$ cat src/rtl/key_debounce.sv
// key_debounce: synchronizes, debounces and classifies one raw push-button
// input. Produces a clean pressed level plus one-cycle press, release,
// short-press and long-press strobes, all registered.
//
// state       | meaning
// ------------+-----------------------------------------------------------
// IDLE        | key released and stable
// DEB_PRESS   | press seen, counting stable pressed samples
// PRESSED     | press accepted, hold time running
// DEB_RELEASE | release seen, counting stable released samples; hold runs on
module key_debounce #(
    parameter int DEB_CYCLES  = 10,
    parameter int LONG_CYCLES = 50,
    parameter bit ACTIVE_LOW  = 1'b1
) (
    input  logic clk,
    input  logic rst_n,
    input  logic key_in,
    output logic key_level,
    output logic press_pulse,
    output logic release_pulse,
    output logic short_pulse,
    output logic long_pulse
);

    localparam int DW = $clog2(DEB_CYCLES + 1);
    localparam int HW = $clog2(LONG_CYCLES + 1);

    localparam logic          PIN_IDLE  = ACTIVE_LOW ? 1'b1 : 1'b0;
    localparam logic [DW-1:0] DEB_LAST  = DW'(DEB_CYCLES - 1);
    localparam logic [DW-1:0] DEB_ONE   = DW'(1);
    localparam logic [HW-1:0] HOLD_LAST = HW'(LONG_CYCLES - 1);
    localparam logic [HW-1:0] HOLD_MAX  = HW'(LONG_CYCLES);
    localparam logic [HW-1:0] HOLD_ONE  = HW'(1);

    typedef enum logic [1:0] {
        IDLE        = 2'd0,
        DEB_PRESS   = 2'd1,
        PRESSED     = 2'd2,
        DEB_RELEASE = 2'd3
    } state_t;

    logic          sync_q1, sync_q2;
    logic          act;
    state_t        state_q, state_d;
    logic [DW-1:0] deb_cnt_q, deb_cnt_d;
    logic [HW-1:0] hold_cnt_q, hold_cnt_d;
    logic          long_done_q, long_done_d;
    logic          level_d, press_d, release_d, short_d, long_d;
    logic          holding, long_hit;

    // Two-flop synchronizer; resets to the idle pin level so no phantom press.
    always_ff @(posedge clk) begin
        if (!rst_n) begin
            sync_q1 <= PIN_IDLE;
            sync_q2 <= PIN_IDLE;
        end else begin
            sync_q1 <= key_in;
            sync_q2 <= sync_q1;
        end
    end

    // 1 = pressed, independent of pin polarity.
    assign act = sync_q2 ^ PIN_IDLE;

    // Next-state, counters and strobe decisions.
    always_comb begin
        state_d     = state_q;
        deb_cnt_d   = deb_cnt_q;
        hold_cnt_d  = hold_cnt_q;
        long_done_d = long_done_q;
        level_d     = key_level;
        press_d     = 1'b0;
        release_d   = 1'b0;
        short_d     = 1'b0;
        long_d      = 1'b0;

        holding  = (state_q == PRESSED) || (state_q == DEB_RELEASE);
        long_hit = holding && (hold_cnt_q == HOLD_LAST) && !long_done_q;

        // Hold time keeps running through release bounces.
        if (holding) begin
            if (hold_cnt_q != HOLD_MAX) begin
                hold_cnt_d = hold_cnt_q + HOLD_ONE;
            end
            if (long_hit) begin
                long_d      = 1'b1;
                long_done_d = 1'b1;
            end
        end

        case (state_q)
            IDLE: begin
                if (act) begin
                    state_d   = DEB_PRESS;
                    deb_cnt_d = DEB_ONE;
                end
            end
            DEB_PRESS: begin
                if (!act) begin
                    state_d   = IDLE;
                    deb_cnt_d = '0;
                end else if (deb_cnt_q == DEB_LAST) begin
                    state_d     = PRESSED;
                    deb_cnt_d   = '0;
                    level_d     = 1'b1;
                    press_d     = 1'b1;
                    hold_cnt_d  = '0;
                    long_done_d = 1'b0;
                end else begin
                    deb_cnt_d = deb_cnt_q + DEB_ONE;
                end
            end
            PRESSED: begin
                if (!act) begin
                    state_d   = DEB_RELEASE;
                    deb_cnt_d = DEB_ONE;
                end
            end
            DEB_RELEASE: begin
                if (act) begin
                    state_d   = PRESSED;
                    deb_cnt_d = '0;
                end else if (deb_cnt_q == DEB_LAST) begin
                    state_d   = IDLE;
                    deb_cnt_d = '0;
                    level_d   = 1'b0;
                    release_d = 1'b1;
                    // A long press reaching its mark on this same edge wins.
                    short_d   = !long_done_q && !long_hit;
                end else begin
                    deb_cnt_d = deb_cnt_q + DEB_ONE;
                end
            end
            default: begin
                state_d   = IDLE;
                deb_cnt_d = '0;
            end
        endcase
    end

    // State, counters and registered outputs.
    always_ff @(posedge clk) begin
        if (!rst_n) begin
            state_q       <= IDLE;
            deb_cnt_q     <= '0;
            hold_cnt_q    <= '0;
            long_done_q   <= 1'b0;
            key_level     <= 1'b0;
            press_pulse   <= 1'b0;
            release_pulse <= 1'b0;
            short_pulse   <= 1'b0;
            long_pulse    <= 1'b0;
        end else begin
            state_q       <= state_d;
            deb_cnt_q     <= deb_cnt_d;
            hold_cnt_q    <= hold_cnt_d;
            long_done_q   <= long_done_d;
            key_level     <= level_d;
            press_pulse   <= press_d;
            release_pulse <= release_d;
            short_pulse   <= short_d;
            long_pulse    <= long_d;
        end
    end

endmodule
$ cat config.mk
export PLATFORM = sky130hd
export DESIGN_NAME = key_debounce
export DESIGN_NICKNAME = d
export VERILOG_FILES = /design/src/rtl/key_debounce.sv
export SDC_FILE = /design/constraint.sdc
export NUM_CORES = 1
export LEC_CHECK = 0
export ABC_CLOCK_PERIOD_IN_PS = 3200
export BUFFER_PORTS_ARGS = -buffer_cell sky130_fd_sc_hd__buf_4
export CORE_MARGIN = 4
export CORE_UTILIZATION = 64
export CTS_BUF_LIST = sky130_fd_sc_hd__clkbuf_8
export CTS_CLUSTER_SIZE = 25
export DETAILED_ROUTE_END_ITERATION = 10
export GPL_ROUTABILITY_DRIVEN = 0
export PLACE_DENSITY = 0.95
export SETUP_SLACK_MARGIN = 0.15
export SYNTH_ARGS = -nofsm -noshare
export SYNTH_HDL_FRONTEND = slang
export SYNTH_SLANG_ARGS = --single-unit
$ cat constraint.sdc
create_clock -name clk -period 3.2 [get_ports clk]
set_clock_uncertainty 0.2 [all_clocks]
set_input_delay 0.32 -clock clk [delete_from_list [all_inputs] [get_ports clk]]
set_output_delay 0.32 -clock clk [all_outputs]
set_load 0.01 [all_outputs]
==> summary.md <==
| Metric | Value |
|---|---|
| Vias per inst | `6.55` |
| Max FO, Critical Path | `6` |
| Post-synth top cells | `dfxtp_1, nand2_1, nor2_1` |
| Lkg Pwr | `0.000417 µW` |
| Post-DP HPWL | `1.28 mm` |
| IO Count | `8` |
| Number of global-route vias before repair | `around 700` |
| Chip Height | `46.0 µm` |
| Crit path DAT | `between 1.5 and 2 ns` |
| Clock Root Buffer | `clkbuf_8` |
| Sw power | `between 80 and 90 µW` |
| FILL cells | `between 90 and 100` |
| Number of flops mapped to enable cells by yosys | `0` |
| 1st-pass router iterations | `4` |
| Synth Flop Type | `dfxtp_1` |
| Maximum clock insertion buffer count | `2` |
| Layout cells sized above 1 | `0.130` |
| Placed insts | `112` |
| Max Cap Viol | `0` |
| Crit path required time | `3.15 ns` |
| Netlist cell types | `40` |
| Row count | `13` |
| Synth warn | `0` |
| PD cells | `418 nW/µm²` |
| Routing usage on met2 | `0.330` |
| Number of diodes | `0` |
| Count leader, synth | `dfxtp_1` |
| Yosys reg bits | `20` |
| Internal | `roughly 340 µW` |
| Syn Inst Count | `94` |
| Final Core Density | `0.764` |
| Final hold violations | `0` |
| Clock transition at path regs | `0.06 ns` |
| Worst hold path cell count | `2` |
| Total CTS buffers | `3` |
| Fin crit share | `0.628` |
| Met3 Use GR | `0.0711` |
| Met1 Track Usage GR | `0.282` |
| DRT antenna net count | `0` |
| Avg Cell Area, Syn | `about 9.8 µm²` |
| Asr flop ratio synth | `0` |
| Ranking of synthesized cells by area | `dfxtp_1, ha_1, nand2_1` |
| Synthesized Nets | `102` |
| Fmax | `498 MHz` |
| Switching part of the total power | `0.199` |
| Final cell count without fillers | `~120` |
| Tmin final | `2.01 ns` |
| Initial Utilization | `0.691` |
| Reg power frac | `0.599` |
| Initial antenna violation count | `0` |
| Worst rel slew slack | `0.627` |
| DR WL/cell | `around 17 µm` |
| Slew Limit Fails | `0` |
| Largest net degree at the start of global routing | `16` |
| Peak supply drop | `470 µV` |
| Min-delay worst type | `input pin to flip-flop` |
| First-pass GRT wire length | `about 3.3 mm` |
| Crit end category | `flip-flop` |
| Final setup vio count | `0` |
| Post-cts sizing count | `0` |
| Core region area | `1330 µm²` |
| Die W | `~46 µm` |
| Comb pwr share | `0.035` |
| CP Launch Type | `flip-flop` |
| Setup TNS | `0 ns` |
| Worst r2r path cells | `4` |
| Clock latency on the worst-skew pair | `0.25 ns` |
| H-tree levels | `1` |
| Yosys top cell by area | `dfxtp_1` |
| Synth Cell Area | `922 µm²` |
| I/O Buffers | `7` |
| CP Class | `flip-flop to flip-flop` |
| Die Area | `2110 µm²` |
| Yosys top cell area share | `0.434` |
| GRT Util Overall | `0.218` |
| Grt ovf | `0` |
| Nets | `110` |
| Slew at the pin with the worst max-slew slack | `~0.56 ns` |
| # DRC | `0` |
| Unrepaired setup endpoints after global routing | `false` |
| Register area share after synthesis | `0.434` |
| Clock Power Share | `0.367` |
| Most Used Layer, Global Route | `met2` |
| Via count | `753` |
| Outcome | `completed` |
| Sink Count | `20` |
| Post-CTS setup repair buffer count | `0` |
| Post-Route WL | `1.91 mm` |
| Iter 0 DRT Violations | `26` |
| Syn-to-layout area delta | `10.4%` |
| Hold Buf Count CTS | `0` |
| CTS tree | `yes` |
## logic make-up (layout without fill, tap and decap cells)
group	after synthesis	in the layout	synth area share
compound gates	20	20	0.171
xor+xnor	3	3	0.0366
fa+ha+maj	5	5	0.0678
buf+inv	8	14	0.0339
flops	20	20	0.434
mux	2	2	0.0231
simple gates	36	36	0.233
## stage by stage
step	setup WS [ns]	hold slack (ns)	power [µW]	instance area (µm²)
CTS	1.23	0.0655	429	1020
detailed placement	1.27	0.214	275	977
global placement	1.43	0.198	273	977
global route	1.08	0.0621	443	1020
finish	1.19	0.0630	426	1020
floorplan	1.55	0.186	269	922
## registers in the layout, summed over array words and instances, names as in the netlist, named ones only
| signal | count |
|---|---|
| state_q | 1 |
| sync_q2 | 1 |
| sync_q1 | 1 |
| hold_cnt_q | 6 |
| release_pulse | 1 |
| key_level | 1 |
| deb_cnt_q | 4 |
| press_pulse | 1 |
| long_done_q | 1 |
| short_pulse | 1 |
| long_pulse | 1 |
## metal layers
layer	share of wire	vias to the layer above
met1	0.47	359
li1	-	360
met3	0.060	4
met2	0.46	30
met4	0.016	0
met5	0	-
## worst max-delay path: stages, from the launching register on
cell and delay, ns:
dfxtp_1 0.42, ha_1 0.28, nand4b_1 0.29, o31ai_2 0.50, o21ba_2 0.23
## worst paths after layout
kind | end | slack (ns) | startpoint
worst min register to register | sync_q2$_SDFF_PN1_ | 0.23 | sync_q1$_SDFF_PN1_
worst min-delay path | sync_q1$_SDFF_PN1_ | 0.06 | key_in
worst max-delay path | long_done_q$_SDFF_PN0_ | 1.19 | deb_cnt_q[0]$_SDFFE_PN0P_
worst max register to register | long_done_q$_SDFF_PN0_ | 1.19 | deb_cnt_q[0]$_SDFFE_PN0P_
## layout by cell type (no fill, tap or decap)
master | netlist | layout
a211oi_1 | 1 | 1
and3_1 | 2 | 2
or3_1 | 1 | 1
nor4_1 | 2 | 2
o211a_1 | 1 | 1
nor4bb_1 | 1 | 1
nor3b_1 | 2 | 2
inv_1 | 4 | 4
clkbuf_8 | 0 | 3
nand2_1 | 7 | 7
o22ai_1 | 1 | 1
o31a_1 | 1 | 1
a32o_1 | 1 | 1
nand2b_1 | 4 | 4
mux2_1 | 1 | 1
nand3_1 | 1 | 1
mux2i_1 | 1 | 1
o2111a_1 | 1 | 1
and4b_1 | 2 | 2
o311ai_0 | 2 | 2
ha_1 | 5 | 5
a21boi_0 | 2 | 2
buf_4 | 0 | 7
xnor2_2 | 1 | 1
o21bai_1 | 1 | 1
o21ba_2 | 1 | 1
o31ai_2 | 1 | 1
nand4_1 | 2 | 2
a21oi_1 | 3 | 3
o21a_1 | 1 | 1
nor2_1 | 6 | 6
and3b_1 | 1 | 1
nand4b_1 | 2 | 2
and4_1 | 1 | 1
xor2_1 | 2 | 2
nand3b_1 | 1 | 1
o21ai_0 | 2 | 2
dfxtp_1 | 20 | 20
nor3_1 | 1 | 1
a211o_1 | 1 | 1
## area by class of cell
class / instances / area, µm² / area share
multi-input combinational: 66 / 490 / 0.482
sequential: 20 / 400 / 0.393
timing repair buffer: 7 / 52.6 / 0.0516
clock buffer: 3 / 41.3 / 0.0405
tap: 15 / 18.8 / 0.0184
inverter: 4 / 15.0 / 0.0147
## power groups by stage
stage | Combinational [µW] | Sequential, µW | Clock, µW
2_1_floorplan | 11.7 | 258 | 0
3_3_place_gp | 13.6 | 260 | 0
3_5_place_dp | 14.4 | 260 | 0
4_1_cts | 14.7 | 255 | 160
5_1_grt | 16.4 | 255 | 171
6_report | 14.8 | 255 | 156
Power figures use the tool's default switching activity.
